## src/rtl/ysyx_25060170_pkg.sv

```systemverilog
// Shared decode definitions for the IDU stage: opcodes, ALU/immediate encodings, control bundle.
package ysyx_25060170_pkg;

    localparam logic [6:0] OP       = 7'b0110011;
    localparam logic [6:0] OP_IMM   = 7'b0010011;
    localparam logic [6:0] LOAD     = 7'b0000011;
    localparam logic [6:0] STORE    = 7'b0100011;
    localparam logic [6:0] BRANCH   = 7'b1100011;
    localparam logic [6:0] JAL      = 7'b1101111;
    localparam logic [6:0] JALR     = 7'b1100111;
    localparam logic [6:0] LUI      = 7'b0110111;
    localparam logic [6:0] AUIPC    = 7'b0010111;
    localparam logic [6:0] SYSTEM   = 7'b1110011;
    localparam logic [6:0] MISC_MEM = 7'b0001111;

    typedef enum logic [3:0] {
        AluAdd, AluSub, AluSll, AluSlt, AluSltu, AluXor, AluSrl, AluSra, AluOr, AluAnd, AluPassB
    } alu_op_e;

    typedef enum logic [2:0] {ImmNone, ImmI, ImmS, ImmB, ImmU, ImmJ} imm_type_e;

    typedef struct packed {
        logic       reg_we;
        alu_op_e    alu_op;
        logic       alu_src1_pc;
        logic       alu_src2_imm;
        logic       mem_re;
        logic       mem_we;
        logic [2:0] mem_size;
        logic       branch;
        logic       jump;
        logic       illegal;
    } dec_ctrl_t;

    // alt selects SUB/SRA; callers gate it so ADDI never turns into a subtract.
    function automatic alu_op_e alu_from_funct3(input logic [2:0] funct3, input logic alt);
        alu_op_e op;
        op = AluAdd;
        unique case (funct3)
            3'd0: op = alt ? AluSub : AluAdd;
            3'd1: op = AluSll;
            3'd2: op = AluSlt;
            3'd3: op = AluSltu;
            3'd4: op = AluXor;
            3'd5: op = alt ? AluSra : AluSrl;
            3'd6: op = AluOr;
            3'd7: op = AluAnd;
        endcase
        return op;
    endfunction

endpackage

```

## src/rtl/ysyx_25060170_idu_stage_imm_gen.sv

```systemverilog
// Immediate generator: selects the I/S/B/U/J field layout and sign-extends to XLEN.
module ysyx_25060170_imm_gen
    import ysyx_25060170_pkg::*;
#(
    parameter int unsigned XLEN = 32
) (
    input  logic [31:7]     inst_i,
    input  imm_type_e       imm_type_i,
    output logic [XLEN-1:0] imm_o
);

    logic [31:0] imm32;

    always_comb begin
        imm32 = '0;
        case (imm_type_i)
            ImmI:    imm32 = {{20{inst_i[31]}}, inst_i[31:20]};
            ImmS:    imm32 = {{20{inst_i[31]}}, inst_i[31:25], inst_i[11:7]};
            ImmB:    imm32 = {{19{inst_i[31]}}, inst_i[31], inst_i[7], inst_i[30:25],
                              inst_i[11:8], 1'b0};
            ImmU:    imm32 = {inst_i[31:12], 12'b0};
            ImmJ:    imm32 = {{11{inst_i[31]}}, inst_i[31], inst_i[19:12], inst_i[20],
                              inst_i[30:21], 1'b0};
            default: imm32 = '0;
        endcase
    end

    assign imm_o = XLEN'($signed(imm32));

endmodule

```

## src/rtl/ysyx_25060170_idu_stage.sv

```systemverilog
// RV32I/E decode stage: combinational decode plus a main/skid output buffer with flush.
module ysyx_25060170_idu_stage
    import ysyx_25060170_pkg::*;
#(
    parameter int unsigned XLEN     = 32,
    parameter int unsigned REG_AW   = 5,
    parameter int unsigned ALU_OP_W = 4
) (
    input  logic                clk,
    input  logic                rst,
    input  logic                in_valid_i,
    output logic                in_ready_o,
    input  logic [31:0]         inst_i,
    input  logic [XLEN-1:0]     inst_addr_i,
    input  logic                flush_i,
    output logic [REG_AW-1:0]   reg1_raddr_o,
    output logic [REG_AW-1:0]   reg2_raddr_o,
    input  logic [XLEN-1:0]     reg1_rdata_i,
    input  logic [XLEN-1:0]     reg2_rdata_i,
    output logic                out_valid_o,
    input  logic                out_ready_i,
    output logic [31:0]         inst_o,
    output logic [XLEN-1:0]     inst_addr_o,
    output logic [XLEN-1:0]     rs1_data_o,
    output logic [XLEN-1:0]     rs2_data_o,
    output logic [XLEN-1:0]     imm_o,
    output logic [REG_AW-1:0]   reg_waddr_o,
    output logic                reg_we_o,
    output logic [ALU_OP_W-1:0] alu_op_o,
    output logic                alu_src1_pc_o,
    output logic                alu_src2_imm_o,
    output logic                mem_re_o,
    output logic                mem_we_o,
    output logic [2:0]          mem_size_o,
    output logic                branch_o,
    output logic                jump_o,
    output logic                illegal_o
);

    typedef struct packed {
        logic [31:0]       inst;
        logic [XLEN-1:0]   addr;
        logic [XLEN-1:0]   rs1;
        logic [XLEN-1:0]   rs2;
        logic [XLEN-1:0]   imm;
        logic [REG_AW-1:0] waddr;
        dec_ctrl_t         ctrl;
    } bundle_t;

    logic [6:0]      opcode;
    logic [2:0]      funct3;
    logic [6:0]      funct7;
    logic            legal, rd_used, rs1_used, rs2_used, rv32e_bad;
    dec_ctrl_t       ctrl;
    imm_type_e       imm_type;
    logic [XLEN-1:0] imm;
    bundle_t         new_b, main_d, main_q, skid_d, skid_q;
    logic            valid_d, valid_q, skid_valid_d, skid_valid_q;
    logic            accept, consume;

    assign opcode = inst_i[6:0];
    assign funct3 = inst_i[14:12];
    assign funct7 = inst_i[31:25];

    always_comb begin
        ctrl     = '0;
        imm_type = ImmNone;
        legal    = 1'b0;
        rd_used  = 1'b0;
        rs1_used = 1'b0;
        rs2_used = 1'b0;
        case (opcode)
            LUI: begin
                legal = 1'b1; rd_used = 1'b1; imm_type = ImmU;
                ctrl.alu_op = AluPassB; ctrl.alu_src2_imm = 1'b1;
            end
            AUIPC: begin
                legal = 1'b1; rd_used = 1'b1; imm_type = ImmU;
                ctrl.alu_src1_pc = 1'b1; ctrl.alu_src2_imm = 1'b1;
            end
            JAL: begin
                legal = 1'b1; rd_used = 1'b1; imm_type = ImmJ;
                ctrl.jump = 1'b1; ctrl.alu_src1_pc = 1'b1;
            end
            JALR: begin
                legal = (funct3 == 3'd0); rd_used = 1'b1; rs1_used = 1'b1; imm_type = ImmI;
                ctrl.jump = 1'b1; ctrl.alu_src1_pc = 1'b1;
            end
            BRANCH: begin
                legal = (funct3 != 3'd2) && (funct3 != 3'd3);
                rs1_used = 1'b1; rs2_used = 1'b1; imm_type = ImmB; ctrl.branch = 1'b1;
                ctrl.alu_op = !funct3[2] ? AluSub : (funct3[1] ? AluSltu : AluSlt);
            end
            LOAD: begin
                legal = funct3 inside {3'd0, 3'd1, 3'd2, 3'd4, 3'd5};
                rd_used = 1'b1; rs1_used = 1'b1; imm_type = ImmI;
                ctrl.mem_re = 1'b1; ctrl.alu_src2_imm = 1'b1; ctrl.mem_size = funct3;
            end
            STORE: begin
                legal = funct3 inside {3'd0, 3'd1, 3'd2};
                rs1_used = 1'b1; rs2_used = 1'b1; imm_type = ImmS;
                ctrl.mem_we = 1'b1; ctrl.alu_src2_imm = 1'b1; ctrl.mem_size = funct3;
            end
            OP_IMM: begin
                rd_used = 1'b1; rs1_used = 1'b1; imm_type = ImmI; ctrl.alu_src2_imm = 1'b1;
                ctrl.alu_op = alu_from_funct3(funct3, (funct3 == 3'd5) && funct7[5]);
                if (funct3 == 3'd1)      legal = (funct7 == 7'h00);
                else if (funct3 == 3'd5) legal = (funct7 == 7'h00) || (funct7 == 7'h20);
                else                     legal = 1'b1;
            end
            OP: begin
                rd_used = 1'b1; rs1_used = 1'b1; rs2_used = 1'b1;
                ctrl.alu_op = alu_from_funct3(funct3, funct7[5]);
                legal = (funct7 == 7'h00) ||
                        ((funct7 == 7'h20) && ((funct3 == 3'd0) || (funct3 == 3'd5)));
            end
            MISC_MEM: legal = (funct3 == 3'd0);
            SYSTEM:   legal = (inst_i[31:7] == '0) || (inst_i[31:7] == {12'h001, 13'b0});
            default:  legal = 1'b0;
        endcase

        // RV32E only has x0..x15: bit 4 of any register field the format uses is illegal.
        rv32e_bad = (REG_AW < 5) &&
                    ((rd_used && inst_i[11]) || (rs1_used && inst_i[19]) ||
                     (rs2_used && inst_i[24]));

        if (!legal || rv32e_bad) begin
            ctrl         = '0;
            ctrl.illegal = 1'b1;
            imm_type     = ImmNone;
        end else begin
            ctrl.reg_we = rd_used && (inst_i[7 +: REG_AW] != '0);
        end
    end

    ysyx_25060170_imm_gen #(
        .XLEN(XLEN)
    ) u_imm_gen (
        .inst_i    (inst_i[31:7]),
        .imm_type_i(imm_type),
        .imm_o     (imm)
    );

    assign reg1_raddr_o = inst_i[15 +: REG_AW];
    assign reg2_raddr_o = inst_i[20 +: REG_AW];

    always_comb begin
        new_b       = '0;
        new_b.inst  = inst_i;
        new_b.addr  = inst_addr_i;
        new_b.rs1   = (reg1_raddr_o == '0) ? '0 : reg1_rdata_i;
        new_b.rs2   = (reg2_raddr_o == '0) ? '0 : reg2_rdata_i;
        new_b.imm   = imm;
        new_b.waddr = ctrl.reg_we ? inst_i[7 +: REG_AW] : '0;
        new_b.ctrl  = ctrl;
    end

    assign in_ready_o = !skid_valid_q;
    assign accept     = in_valid_i && in_ready_o && !flush_i;
    assign consume    = valid_q && out_ready_i;

    // accept implies the skid is empty, so skid promotion only happens without an accept.
    always_comb begin
        main_d       = main_q;
        skid_d       = skid_q;
        valid_d      = valid_q;
        skid_valid_d = skid_valid_q;
        if (flush_i) begin
            valid_d      = 1'b0;
            skid_valid_d = 1'b0;
        end else if (accept) begin
            if (!valid_q || out_ready_i) begin
                main_d  = new_b;
                valid_d = 1'b1;
            end else begin
                skid_d       = new_b;
                skid_valid_d = 1'b1;
            end
        end else if (consume) begin
            if (skid_valid_q) begin
                main_d       = skid_q;
                skid_valid_d = 1'b0;
            end else begin
                valid_d = 1'b0;
            end
        end
    end

    always_ff @(posedge clk or posedge rst) begin
        if (rst) begin
            main_q       <= '0;
            skid_q       <= '0;
            valid_q      <= 1'b0;
            skid_valid_q <= 1'b0;
        end else begin
            main_q       <= main_d;
            skid_q       <= skid_d;
            valid_q      <= valid_d;
            skid_valid_q <= skid_valid_d;
        end
    end

    assign out_valid_o    = valid_q;
    assign inst_o         = main_q.inst;
    assign inst_addr_o    = main_q.addr;
    assign rs1_data_o     = main_q.rs1;
    assign rs2_data_o     = main_q.rs2;
    assign imm_o          = main_q.imm;
    assign reg_waddr_o    = main_q.waddr;
    assign reg_we_o       = main_q.ctrl.reg_we;
    assign alu_op_o       = ALU_OP_W'(main_q.ctrl.alu_op);
    assign alu_src1_pc_o  = main_q.ctrl.alu_src1_pc;
    assign alu_src2_imm_o = main_q.ctrl.alu_src2_imm;
    assign mem_re_o       = main_q.ctrl.mem_re;
    assign mem_we_o       = main_q.ctrl.mem_we;
    assign mem_size_o     = main_q.ctrl.mem_size;
    assign branch_o       = main_q.ctrl.branch;
    assign jump_o         = main_q.ctrl.jump;
    assign illegal_o      = main_q.ctrl.illegal;

endmodule

```

## config.mk

```make
export PLATFORM = sky130hd
export DESIGN_NAME = ysyx_25060170_idu_stage
export DESIGN_NICKNAME = d
export VERILOG_FILES = /design/src/rtl/ysyx_25060170_pkg.sv /design/src/rtl/ysyx_25060170_idu_stage_imm_gen.sv /design/src/rtl/ysyx_25060170_idu_stage.sv
export SDC_FILE = /design/constraint.sdc
export NUM_CORES = 1
export LEC_CHECK = 0
export CORE_ASPECT_RATIO = 1.2
export CORE_MARGIN = 1.5
export CORE_UTILIZATION = 57
export DETAILED_ROUTE_END_ITERATION = 7
export DONT_BUFFER_PORTS = 1
export HOLD_SLACK_MARGIN = 0.06
export PLACE_DENSITY = 0.71
export SKIP_CTS_REPAIR_TIMING = 1
export SLEW_MARGIN = 15
export SYNTH_ARGS = -nofsm -noshare
export SYNTH_HDL_FRONTEND = slang
export SYNTH_SLANG_ARGS = --single-unit
```

## constraint.sdc

```tcl
create_clock -name clk -period 9.8 [get_ports clk]
set_input_delay 0.49 -clock clk [delete_from_list [all_inputs] [get_ports clk]]
set_output_delay 0.49 -clock clk [all_outputs]
set_load 0.005 [all_outputs]
```

==> results.ini <==
[routing]
drc_errors = 0
vias = 12800
drtIter0Drc = 1151
drt_first_pass_iters = 5
routed_wl_um = 42500
ant_nets = 0
vias_per_cell = 6.03
routedWlPerCell_um = 20.0

[logic_synthesis]
synth-seq-area-share_pct = 56.7
ys_warn_count = 0
postSynth.asyncResetShare_pct = 100
synth_fp_nets = 1961
synth_xor_xnor_area_share_pct = 0.0548
ys_ff_latch = 362
synth-edff-count = 0
ys_types = 54
muxShareOfSynthArea_pct = 0.705
synth_compound_gate_area_share_pct = 13.3
synthAdderAreaFrac_pct = 0
synth_cells = 1828
synth_area_sq_um = 16000
synth-main-ff-cell = dfrtp_1
synth-simple-area-share_pct = 25.0
avgSynthCellArea_sq_um = 8.74
synth_top_family_by_area = simple AND/OR/NAND/NOR gates

[grt]
grt_overflow_total = 0
grt_pass1_vias = 12500
grt_pass1_wl_um = 68600
grt_max_degree = 106
grt_usage_pct = 29.3
antenna_found_initial = 0

[setup_path]
crit_required_ns = 10.20
ff2ff_path_depth = 7
crit_path_start_kind = register
path_max_fanout = 97
endpoint_kind = register
path_class = reg -> reg
crit_arrival_ns = 4.36

[timing]
hold_viol = 0
rsz0062_at_grt = false
finalSetupTns_ns = 0
finalSetupViolCount = 0
fin_crit_ns = 3.96
maxSlewViolCount = 0
tightestPinTransition_ns = 1.15
fin_crit_sh_pct = 40.4
max_slew_margin_pct = 23.1
max_freq_mhz = 253
skew_ns = 0.0166

[finish]
utilization_pct = 63.1
layout_common_cells = 570 x nand2_1, 362 x dfrtp_1, 166 x a31oi_1
drive_gt1_share_pct = 6.21
area_delta_synth_final_pct = 7.86
final_common_cell = nand2_1
fillCellCount = 2289
fin_area_sq_um = 17200
diodes = 0
layout.nets = 1859

[die]
start_util_pct = 58.5
coreArea_sq_um = 27300
die_w_um = 156
io_pins = 325
rows = 66
die-area_sq_um = 29100
die_h_um = 186

[place]
place_area_sq_um = 16000
port_buffers = 0
dpl.hpwl_um = 25600
gp_routability_congestion = 0.881

[hold_path]
whs_path_depth = 2
hp-class = in -> reg

[power]
powerDensity_nw_per_um2 = 227
max-vdd-ir-drop_mv = 0.146
cellLeakagePower_nw = 7.86

[clock_tree]
clkTransAtPathRegs_ns = 0.06
cts_made_buffers = 38
cts-root-buf = clkbuf_16
clock-sinks = 362
clockBufferDepth = 3
cts_tree = done
clk_latency_ns = 0.53
htree_levels = 2

[job]
drv_cap = 0

[run_status]
status = completed

-- cell usage after synthesis, types with 3 or more instances --
master	instances	share of area (%)
nor3_1	7	0.22
a221o_1	14	0.88
clkbuf_2	3	0.094
a211oi_1	3	0.14
nand3_1	140	4.4
buf_2	13	0.41
mux2_2	10	0.70
or3_1	19	0.74
o21ai_0	66	2.1
o31ai_1	8	0.38
nand4_1	5	0.20
inv_1	7	0.16
and2_1	4	0.16
nor4_1	4	0.16
and3_1	29	1.1
a21oi_1	38	1.2
nand2_1	572	13
a22o_1	4	0.22
dfrtp_1	362	57
nor2_1	162	3.8
nand4b_1	3	0.16
clkbuf_1	133	3.1
o22a_1	6	0.33
nand2b_1	3	0.12
buf_4	10	0.47
a31oi_1	166	6.5
-- cell families (layout without fill, tap and decap cells) --
| group | Yosys count | count (layout) |
|---|---|---|
| flops | 362 | 362 |
| mux | 10 | 10 |
| compound gates | 330 | 330 |
| simple gates | 957 | 957 |
| buf+inv | 168 | 95 |
| xor+xnor | 1 | 1 |
-- per-layer routing --
metal  track usage (%)  routed length (um)
met1              38.5               16800
met2              45.9               20100
met3              9.71                4540
met4              9.27                1140
met5                 0                   0
-- final cells by class --
cell class	instances	area [sq um]	share of cell area (%)
Timing Repair Buffer	19	148	0.857
Clock buffer	57	1160	6.75
Clock inverter	12	92.6	0.537
Inverter	7	30.0	0.174
Multi-Input combinational cell	1298	6280	36.4
Tap cell	374	468	2.71
Sequential cell	362	9060	52.6
-- through the flow --
step / setup WS (ns) / power (mW) / cells / hold WS (ns)
global placement: 5.93 / 2.47 / 2058 / 0.452
CTS: 5.86 / 3.95 / 2127 / 0.0238
global route: 5.64 / 4.13 / 2129 / 0.0615
finish: 5.84 / 3.92 / 2129 / 0.0645
floorplan: 4.46 / 2.36 / 1828 / 0.440
detailed placement: 5.87 / 2.50 / 2058 / 0.462
-- where the power goes --
| group | switching [mW] | internal [mW] |
|---|---|---|
| registers | 0.214 | 1.79 |
| clock network | 0.594 | 0.849 |
| logic | 0.284 | 0.185 |
-- worst max-delay path, cell delays in order (launching register included) --
cell and delay [ns]:
dfrtp_1 0.40, inv_1 0.09, nand2_1 0.18, nor2_4 0.12, buf_4 0.63, and2_4 1.03
buf_4 0.87, mux2_2 0.42
-- worst paths after layout --
check	startpoint	endpoint	slack (ns)
max	skid_valid_q$_DFFE_PP0P_	skid_q[31]$_DFFE_PP0P_	5.84
min	inst_i[18]	skid_q[166]$_DFFE_PP0P_	0.06
max reg2reg	skid_valid_q$_DFFE_PP0P_	skid_q[31]$_DFFE_PP0P_	5.84
min reg2reg	skid_q[26]$_DFFE_PP0P_	skid_q[26]$_DFFE_PP0P_	0.47
max in group asynchronous	rst	skid_q[132]$_DFFE_PP0P_	8.13
min in group asynchronous	rst	skid_q[166]$_DFFE_PP0P_	0.11
-- sequential cells by signal, indices dropped and copies added (netlist names) --
| signal | count |
|---|---|
| mem_re_o | 1 |
| mem_we_o | 1 |
| alu_op_o | 4 |
| out_valid_o | 1 |
| alu_src2_imm_o | 1 |
| alu_src1_pc_o | 1 |
| inst_o | 32 |
| illegal_o | 1 |
| branch_o | 1 |
| rs1_data_o | 32 |
| jump_o | 1 |
| imm_o | 32 |
| rs2_data_o | 32 |
| inst_addr_o | 32 |
| skid_q | 180 |
| mem_size_o | 3 |
| reg_waddr_o | 5 |
| reg_we_o | 1 |
| skid_valid_q | 1 |
Power figures use the tool's default switching activity.
